File: config.mk
export PLATFORM = sky130hd
export DESIGN_NAME = dexie_store_gate_ctrl_flat
export DESIGN_NICKNAME = d
export VERILOG_FILES = /design/src/rtl/dexie_store_gate_ctrl_if.sv /design/src/rtl/dexie_store_gate_ctrl.sv /design/src/flat_wrapper.sv
export SDC_FILE = /design/constraint.sdc
export NUM_CORES = 1
export LEC_CHECK = 0
export BUFFER_PORTS_ARGS = -buffer_cell sky130_fd_sc_hd__buf_2
export CORE_AREA = 2 2 171 106
export DETAILED_ROUTE_END_ITERATION = 8
export DIE_AREA = 0 0 173 108
export PLACE_DENSITY = 0.76
export SLEW_MARGIN = 5
export SYNTH_ARGS = -nofsm -noshare
export SYNTH_HDL_FRONTEND = slang
export SYNTH_SLANG_ARGS = --single-unit
File: constraint.sdc
create_clock -name clk -period 2.5 [get_ports clk]
set_clock_uncertainty 0.15 [all_clocks]
set_input_delay 0.25 -clock clk [delete_from_list [all_inputs] [get_ports clk]]
set_output_delay 0.25 -clock clk [all_outputs]
set_load 0.03 [all_outputs]
File: src/rtl/dexie_store_gate_ctrl_if.sv
// Checker channel of the DExIE store gate: captured-store request (valid/ready)
// followed by a single verdict beat.
interface dexie_store_gate_ctrl_if;
  logic        chk_req_valid;
  logic        chk_req_ready;
  logic [31:0] chk_pc;
  logic [31:0] chk_addr;
  logic [31:0] chk_data;
  logic [1:0]  chk_len;
  logic        chk_resp_valid;
  logic        chk_resp_ok;

  modport master (
    output chk_req_valid, chk_pc, chk_addr, chk_data, chk_len,
    input  chk_req_ready, chk_resp_valid, chk_resp_ok
  );

  modport slave (
    input  chk_req_valid, chk_pc, chk_addr, chk_data, chk_len,
    output chk_req_ready, chk_resp_valid, chk_resp_ok
  );
endinterface

File: src/rtl/dexie_store_gate_ctrl.sv
// DExIE store-stall controller: intercepts memory-stage stores, asks an external
// policy checker for a verdict, then releases the store or halts the core.
module dexie_store_gate_ctrl #(
  parameter int unsigned TIMEOUT_CYCLES = 1024,
  parameter int unsigned CNT_W          = 32
) (
  input  logic                    clk,
  input  logic                    rst,
  input  logic                    enable,
  input  logic                    dexie_df_mem_store,
  input  logic                    dexie_df_mem_stalling,
  input  logic [31:0]             dexie_df_mem_pc,
  input  logic [31:0]             dexie_df_mem_addr,
  input  logic [1:0]              dexie_df_mem_len,
  input  logic [31:0]             dexie_df_mem_storedata,
  output logic                    dexie_df_mem_stallOnStore,
  output logic                    dexie_df_mem_continueStore,
  output logic                    dexie_stall,
  dexie_store_gate_ctrl_if.master chk,
  input  logic                    violation_clear,
  output logic                    violation,
  output logic [1:0]              cause,
  output logic [CNT_W-1:0]        store_count,
  output logic [CNT_W-1:0]        violation_count
);

  localparam int unsigned TMO_W   = (TIMEOUT_CYCLES > 1) ? $clog2(TIMEOUT_CYCLES) : 1;
  localparam int unsigned TMO_MAX = (TIMEOUT_CYCLES == 0) ? 0 : TIMEOUT_CYCLES - 1;

  typedef enum logic [2:0] {
    S_IDLE    = 3'd0,
    S_REQ     = 3'd1,
    S_WAIT    = 3'd2,
    S_RELEASE = 3'd3,
    S_DRAIN   = 3'd4,
    S_HALT    = 3'd5
  } state_e;

  state_e             state_q, state_d;
  logic [TMO_W-1:0]   tmo_q, tmo_d;
  logic               sos_q, sos_d;
  logic               cont_q, cont_d;
  logic               halt_q, halt_d;
  logic               req_valid_q, req_valid_d;
  logic [31:0]        pc_q, pc_d;
  logic [31:0]        addr_q, addr_d;
  logic [31:0]        data_q, data_d;
  logic [1:0]         len_q, len_d;
  logic [1:0]         cause_q, cause_d;
  logic [CNT_W-1:0]   store_count_q, store_count_d;
  logic [CNT_W-1:0]   vcount_q, vcount_d;
  logic               timeout_hit;
  logic               enter_halt;

  always_comb begin
    state_d       = state_q;
    tmo_d         = tmo_q;
    req_valid_d   = req_valid_q;
    pc_d          = pc_q;
    addr_d        = addr_q;
    data_d        = data_q;
    len_d         = len_q;
    cause_d       = cause_q;
    store_count_d = store_count_q;
    vcount_d      = vcount_q;
    enter_halt    = 1'b0;
    timeout_hit   = (TIMEOUT_CYCLES != 0) && (tmo_q == TMO_W'(TMO_MAX));

    if (state_q == S_REQ || state_q == S_WAIT) begin
      tmo_d = tmo_q + TMO_W'(1);
    end

    case (state_q)
      S_IDLE: begin
        if (enable && sos_q && dexie_df_mem_store && dexie_df_mem_stalling) begin
          state_d     = S_REQ;
          req_valid_d = 1'b1;
          tmo_d       = '0;
          pc_d        = dexie_df_mem_pc;
          addr_d      = dexie_df_mem_addr;
          data_d      = dexie_df_mem_storedata;
          len_d       = dexie_df_mem_len;
        end
      end
      S_REQ: begin
        if (timeout_hit) begin
          state_d     = S_HALT;
          req_valid_d = 1'b0;
          cause_d     = 2'b10;
          enter_halt  = 1'b1;
        end else if (chk.chk_req_ready) begin
          state_d     = S_WAIT;
          req_valid_d = 1'b0;
        end
      end
      S_WAIT: begin
        // A verdict in the expiry cycle still wins over the timeout.
        if (chk.chk_resp_valid && chk.chk_resp_ok) begin
          state_d = S_RELEASE;
          if (store_count_q != '1) store_count_d = store_count_q + CNT_W'(1);
        end else if (chk.chk_resp_valid) begin
          state_d    = S_HALT;
          cause_d    = 2'b01;
          enter_halt = 1'b1;
        end else if (timeout_hit) begin
          state_d    = S_HALT;
          cause_d    = 2'b10;
          enter_halt = 1'b1;
        end
      end
      S_RELEASE: state_d = S_DRAIN;
      S_DRAIN: begin
        // Wait for the released store to leave so it is never captured twice.
        if (!dexie_df_mem_stalling) state_d = S_IDLE;
      end
      S_HALT: begin
        if (violation_clear) begin
          state_d = S_RELEASE;
          cause_d = 2'b00;
        end
      end
      default: state_d = S_IDLE;
    endcase

    if (enter_halt && vcount_q != '1) vcount_d = vcount_q + CNT_W'(1);

    sos_d  = enable || (state_d != S_IDLE);
    cont_d = (state_d == S_RELEASE);
    halt_d = (state_d == S_HALT);
  end

  always_ff @(posedge clk) begin
    if (rst) begin
      state_q       <= S_IDLE;
      tmo_q         <= '0;
      sos_q         <= 1'b0;
      cont_q        <= 1'b0;
      halt_q        <= 1'b0;
      req_valid_q   <= 1'b0;
      pc_q          <= '0;
      addr_q        <= '0;
      data_q        <= '0;
      len_q         <= '0;
      cause_q       <= '0;
      store_count_q <= '0;
      vcount_q      <= '0;
    end else begin
      state_q       <= state_d;
      tmo_q         <= tmo_d;
      sos_q         <= sos_d;
      cont_q        <= cont_d;
      halt_q        <= halt_d;
      req_valid_q   <= req_valid_d;
      pc_q          <= pc_d;
      addr_q        <= addr_d;
      data_q        <= data_d;
      len_q         <= len_d;
      cause_q       <= cause_d;
      store_count_q <= store_count_d;
      vcount_q      <= vcount_d;
    end
  end

  assign dexie_df_mem_stallOnStore  = sos_q;
  assign dexie_df_mem_continueStore = cont_q;
  assign dexie_stall                = halt_q;
  assign violation                  = halt_q;
  assign cause                      = cause_q;
  assign store_count                = store_count_q;
  assign violation_count            = vcount_q;
  assign chk.chk_req_valid          = req_valid_q;
  assign chk.chk_pc                 = pc_q;
  assign chk.chk_addr               = addr_q;
  assign chk.chk_data               = data_q;
  assign chk.chk_len                = len_q;

endmodule
File: src/flat_wrapper.sv
// flat-port wrapper written by rule: the top's interface ports become plain ports
module dexie_store_gate_ctrl_flat 
#(
  parameter int unsigned TIMEOUT_CYCLES = 1024,
  parameter int unsigned CNT_W          = 32
)
  (clk, rst, enable, dexie_df_mem_store, dexie_df_mem_stalling, dexie_df_mem_pc, dexie_df_mem_addr, dexie_df_mem_len, dexie_df_mem_storedata, dexie_df_mem_stallOnStore, dexie_df_mem_continueStore, dexie_stall, violation_clear, violation, cause, store_count, violation_count, chk_chk_req_valid, chk_chk_pc, chk_chk_addr, chk_chk_data, chk_chk_len, chk_chk_req_ready, chk_chk_resp_valid, chk_chk_resp_ok);
  dexie_store_gate_ctrl_if chk_i ();
  input  logic clk;
  input  logic rst;
  input  logic enable;
  input  logic dexie_df_mem_store;
  input  logic dexie_df_mem_stalling;
  input  logic [31:0] dexie_df_mem_pc;
  input  logic [31:0] dexie_df_mem_addr;
  input  logic [1:0] dexie_df_mem_len;
  input  logic [31:0] dexie_df_mem_storedata;
  output logic dexie_df_mem_stallOnStore;
  output logic dexie_df_mem_continueStore;
  output logic dexie_stall;
  input  logic violation_clear;
  output logic violation;
  output logic [1:0] cause;
  output logic [CNT_W-1:0] store_count;
  output logic [CNT_W-1:0] violation_count;
  output wire logic [$bits(chk_i.chk_req_valid)-1:0] chk_chk_req_valid;
  output wire logic [$bits(chk_i.chk_pc)-1:0] chk_chk_pc;
  output wire logic [$bits(chk_i.chk_addr)-1:0] chk_chk_addr;
  output wire logic [$bits(chk_i.chk_data)-1:0] chk_chk_data;
  output wire logic [$bits(chk_i.chk_len)-1:0] chk_chk_len;
  input wire logic [$bits(chk_i.chk_req_ready)-1:0] chk_chk_req_ready;
  input wire logic [$bits(chk_i.chk_resp_valid)-1:0] chk_chk_resp_valid;
  input wire logic [$bits(chk_i.chk_resp_ok)-1:0] chk_chk_resp_ok;
  assign chk_chk_req_valid = chk_i.chk_req_valid;
  assign chk_chk_pc = chk_i.chk_pc;
  assign chk_chk_addr = chk_i.chk_addr;
  assign chk_chk_data = chk_i.chk_data;
  assign chk_chk_len = chk_i.chk_len;
  assign chk_i.chk_req_ready = chk_chk_req_ready;
  assign chk_i.chk_resp_valid = chk_chk_resp_valid;
  assign chk_i.chk_resp_ok = chk_chk_resp_ok;
  dexie_store_gate_ctrl #(.TIMEOUT_CYCLES(TIMEOUT_CYCLES), .CNT_W(CNT_W)) u_core (.clk(clk), .rst(rst), .enable(enable), .dexie_df_mem_store(dexie_df_mem_store), .dexie_df_mem_stalling(dexie_df_mem_stalling), .dexie_df_mem_pc(dexie_df_mem_pc), .dexie_df_mem_addr(dexie_df_mem_addr), .dexie_df_mem_len(dexie_df_mem_len), .dexie_df_mem_storedata(dexie_df_mem_storedata), .dexie_df_mem_stallOnStore(dexie_df_mem_stallOnStore), .dexie_df_mem_continueStore(dexie_df_mem_continueStore), .dexie_stall(dexie_stall), .chk(chk_i), .violation_clear(violation_clear), .violation(violation), .cause(cause), .store_count(store_count), .violation_count(violation_count));
endmodule
==> impl_metrics.py <==
metrics = {
    "status": {
        "status": "complete, no violations",
    },
    "yosys": {
        "synth_fp_nets": 1044,
        "yosys-top-cells-count": "nand2_1 (226), dfxtp_1 (181), a21oi_1 (138)",
        "synthCells": 934,
        "synth_top_area_frac": 0.4775,
        "yosysMostFrequentCell": "nand2_1",
        "synth_warnings": 0,
        "async_flop_share": 0,
        "synth_area_leader_cell": "dfxtp_1",
        "synth.area.top_cells": "dfxtp_1 (48%), nand2_1 (11%), a21oi_1 (9.1%)",
        "syn_avg_cell_area_sq_um": 8.125,
        "yosysSeqAreaShare": 0.4775,
        "synth_flop_cell": "dfxtp_1",
        "synth_area_sq_um": 7589,
        "ys_ff_latch": 181,
        "synth-edff-count": 0,
        "ys_types": 52,
    },
    "die": {
        "start_util": 0.4479,
        "coreArea_sq_um": 16940,
        "fp.dieW_um": 173,
        "io_pins": 276,
        "rows": 37,
        "die_h_um": 108,
        "die_area_sq_um": 18680,
    },
    "worst_setup_path": {
        "path_cells": "nand4_1 > or4_4 > or2_4 > or4_1 > a21oi_1",
        "critPathCapture": "u_core.store_count[26]",
        "critPathMaxFanout": 8,
        "critical-path-top-delay-family": "simple AND/OR/NAND/NOR gates",
        "max_stage_delay_ps": 570,
        "r2r-end": "u_core.store_count[26]",
        "worstPathArrival_ps": 2550,
        "r2r_cells": 5,
        "r2r_setup_slack_ps": 150,
        "cp-end-kind": "flop",
        "worst-path-stages": 5,
        "critPathLaunch": "u_core.store_count[7]",
        "path_buf_inv": 0,
        "worst_path_max_delay_cell": "or4_4",
        "crit_required_ps": 2700,
        "reg2reg_from": "u_core.store_count[7]",
        "critPathKind": "reg2reg",
        "worst_setup_path_start_kind": "flop",
    },
    "global_route": {
        "antenna_found_initial": 1,
        "grt_max_degree": 108,
        "grt_pass1_vias": 7633,
        "grt_overflow": 0,
        "grt_use_total": 0.2454,
        "grt_pass1_wl_mm": 37.74,
    },
    "sta": {
        "maxClockFrequency_mhz": 426.3,
        "layout_min_cycle_time_ps": 2346,
        "slew_headroom": 0.4779,
        "setup_viol": 0,
        "fin_tns_setup_ps": 0,
        "tightest_slew_ps": 783.1,
        "min_period_over_period": 0.9382,
        "worst_slack_ps": 154.5,
        "drv_slew": 0,
        "finalHoldViolations": 0,
        "rsz0062_at_grt": "false",
    },
    "run": {
        "cap_violations": 0,
    },
    "detailed_routing": {
        "via_per_inst": 5.229,
        "firstDrtPassIters": 5,
        "drtAntennaViolNets": 0,
        "routed_wl_mm": 23.43,
        "via_count": 8094,
        "post-route-drc-count": 0,
        "drt_iter0_markers": 618,
        "routedWlPerCell_um": 15.13,
    },
    "cts": {
        "clkSlewWorstSetupHoldPaths_ps": 70,
        "cts.sinks": 181,
        "clock_latency_ps": 420,
        "cts_tree": "yes",
        "cts_root_buf": "clkbuf_16",
        "htreeDepth": 4,
        "clock_path_buffers": 2,
        "cts_made_buffers": 17,
    },
    "power_and_ir_drop": {
        "p_per_area_nw_per_um2": 549.0,
        "p_leak_uw": 0.004503,
        "peakVddDrop_mv": 0.4927,
    },
    "worst_hold_path": {
        "worstHoldStart": "chk_chk_resp_ok",
        "min_path_type": "in2reg",
    },
    "placement": {
        "gp_congestion": 0.8450,
        "dp_hpwl_mm": 14.94,
        "dp_slack_ps": 135.4,
        "portBuffers": 275,
    },
    "cells_and_area": {
        "area_delta_synth_final_pct": 43.84,
        "final_nets": 1409,
        "drive_above_1_share": 0.2835,
        "postLayoutCoreUtil": 0.6442,
    },
}
==> layer usage <==
| metal | GRT usage | vias up | routed length (um) |
|---|---|---|---|
| met2 | 0.3900 | 301 | 10690 |
| met1 | 0.3187 | 3737 | 10460 |
| met5 | 0 | - | 0 |
| met3 | 0.07243 | 50 | 1736 |
| met4 | 0.09140 | 0 | 534 |
| li1 | - | 4006 | - |
==> state kept, by name, indices dropped and copies added (netlist names) <==
signal / cells
u_core.cause: 2
u_core.chk.chk_addr: 32
u_core.chk.chk_data: 32
u_core.chk.chk_len: 2
u_core.chk.chk_pc: 32
u_core.chk.chk_req_valid: 1
u_core.dexie_df_mem_continueStore: 1
u_core.dexie_df_mem_stallOnStore: 1
u_core.dexie_stall: 1
u_core.state_q: 3
u_core.store_count: 32
u_core.tmo_q: 10
u_core.violation_count: 32
==> what timing repair did <==
item,in CTS,in global routing
resized for setup,0,5
endpoints found under the hold margin,99,0
endpoints found under the setup margin,0,9
hold buffers,99,0
setup buffers,0,0
==> metrics by stage <==
step	hold WS, ps	cells	instance area, sq um	power [uW]
after detailed placement	289.6	1415	9321	3271
final	109.8	1548	10920	5993
after global placement	284.2	1415	9321	3268
after global routing	107.0	1547	10910	6222
after CTS	79.48	1546	10900	6031
after floorplan	240.5	934	7599	3132
==> logic make-up after synthesis <==
kind of cell | after synthesis | synth area share
simple gates | 440 | 0.2800
compound gates | 201 | 0.1524
flops | 181 | 0.4775
buf+inv | 71 | 0.03677
xor+xnor | 22 | 0.02539
mux | 16 | 0.02308
fa+ha+maj | 3 | 0.004947
==> where the power goes <==
group,internal [uW],leakage [uW],switching (uW)
Combinational,209,0.00275,210
Sequential,2910,0.00146,13.3
Clock,1440,0.000284,1210
Total,4550,0.00450,1440
==> worst min-delay path by stage <==
stage | slack (ps) | endpoint | depth (start not counted)
6_report | 110 | u_core.dexie_df_mem_continueStore | 3
5_1_grt | 110 | u_core.dexie_df_mem_continueStore | 3
4_1_cts | 80 | u_core.dexie_df_mem_continueStore | 3
3_5_place_dp | 290 | u_core.chk.chk_addr[10] | 2
3_3_place_gp | 280 | u_core.chk.chk_pc[14] | 2
2_1_floorplan | 240 | u_core.chk.chk_addr[0] | 2
==> worst min-delay path, cell delays in order <==
cell      delay, ps
buf_2           140
nand2_1         120
a221oi_1        100
==> cell type report <==
cell class | instances | area [sq um]
tap | 234 | 292.8
timing repair buffer | 406 | 2639
fill | 1381 | 6028
clock inverter | 13 | 141.4
sequential | 181 | 3633
multi-input combinational | 682 | 3720
inverter | 11 | 41.29
antenna | 2 | 5.005
clock buffer | 19 | 442.9
==> cells in the final DEF, fill, tap and decap left out, types with 3 or more instances in the layout <==
cell | netlist | final
buf_2 | 1 | 274
nand2_1 | 226 | 226
dfxtp_1 | 181 | 173
a21oi_1 | 138 | 138
dlygate4sd3_1 | 0 | 99
nor2_1 | 55 | 55
buf_4 | 1 | 30
or4_1 | 27 | 26
o31ai_1 | 25 | 25
nand3_1 | 25 | 25
nand4_1 | 19 | 19
clkbuf_16 | 0 | 17
nor2b_1 | 15 | 15
xnor2_1 | 15 | 15
and4_1 | 16 | 14
mux2_2 | 12 | 12
inv_1 | 11 | 11
nor4_1 | 13 | 11
o21ai_0 | 10 | 10
dfxtp_2 | 0 | 8
and3_1 | 7 | 7
nand2b_1 | 7 | 7
xor2_1 | 7 | 7
and2_1 | 6 | 6
a211oi_1 | 6 | 6
or3_1 | 5 | 5
nor3_1 | 5 | 5
clkinv_4 | 0 | 5
nor4b_1 | 4 | 4
mux2i_1 | 4 | 4
a31oi_1 | 4 | 4
a31o_2 | 3 | 3
ha_1 | 3 | 3
inv_8 | 0 | 3
inv_6 | 0 | 3
No activity file was read; power rests on OpenSTA's default activity.
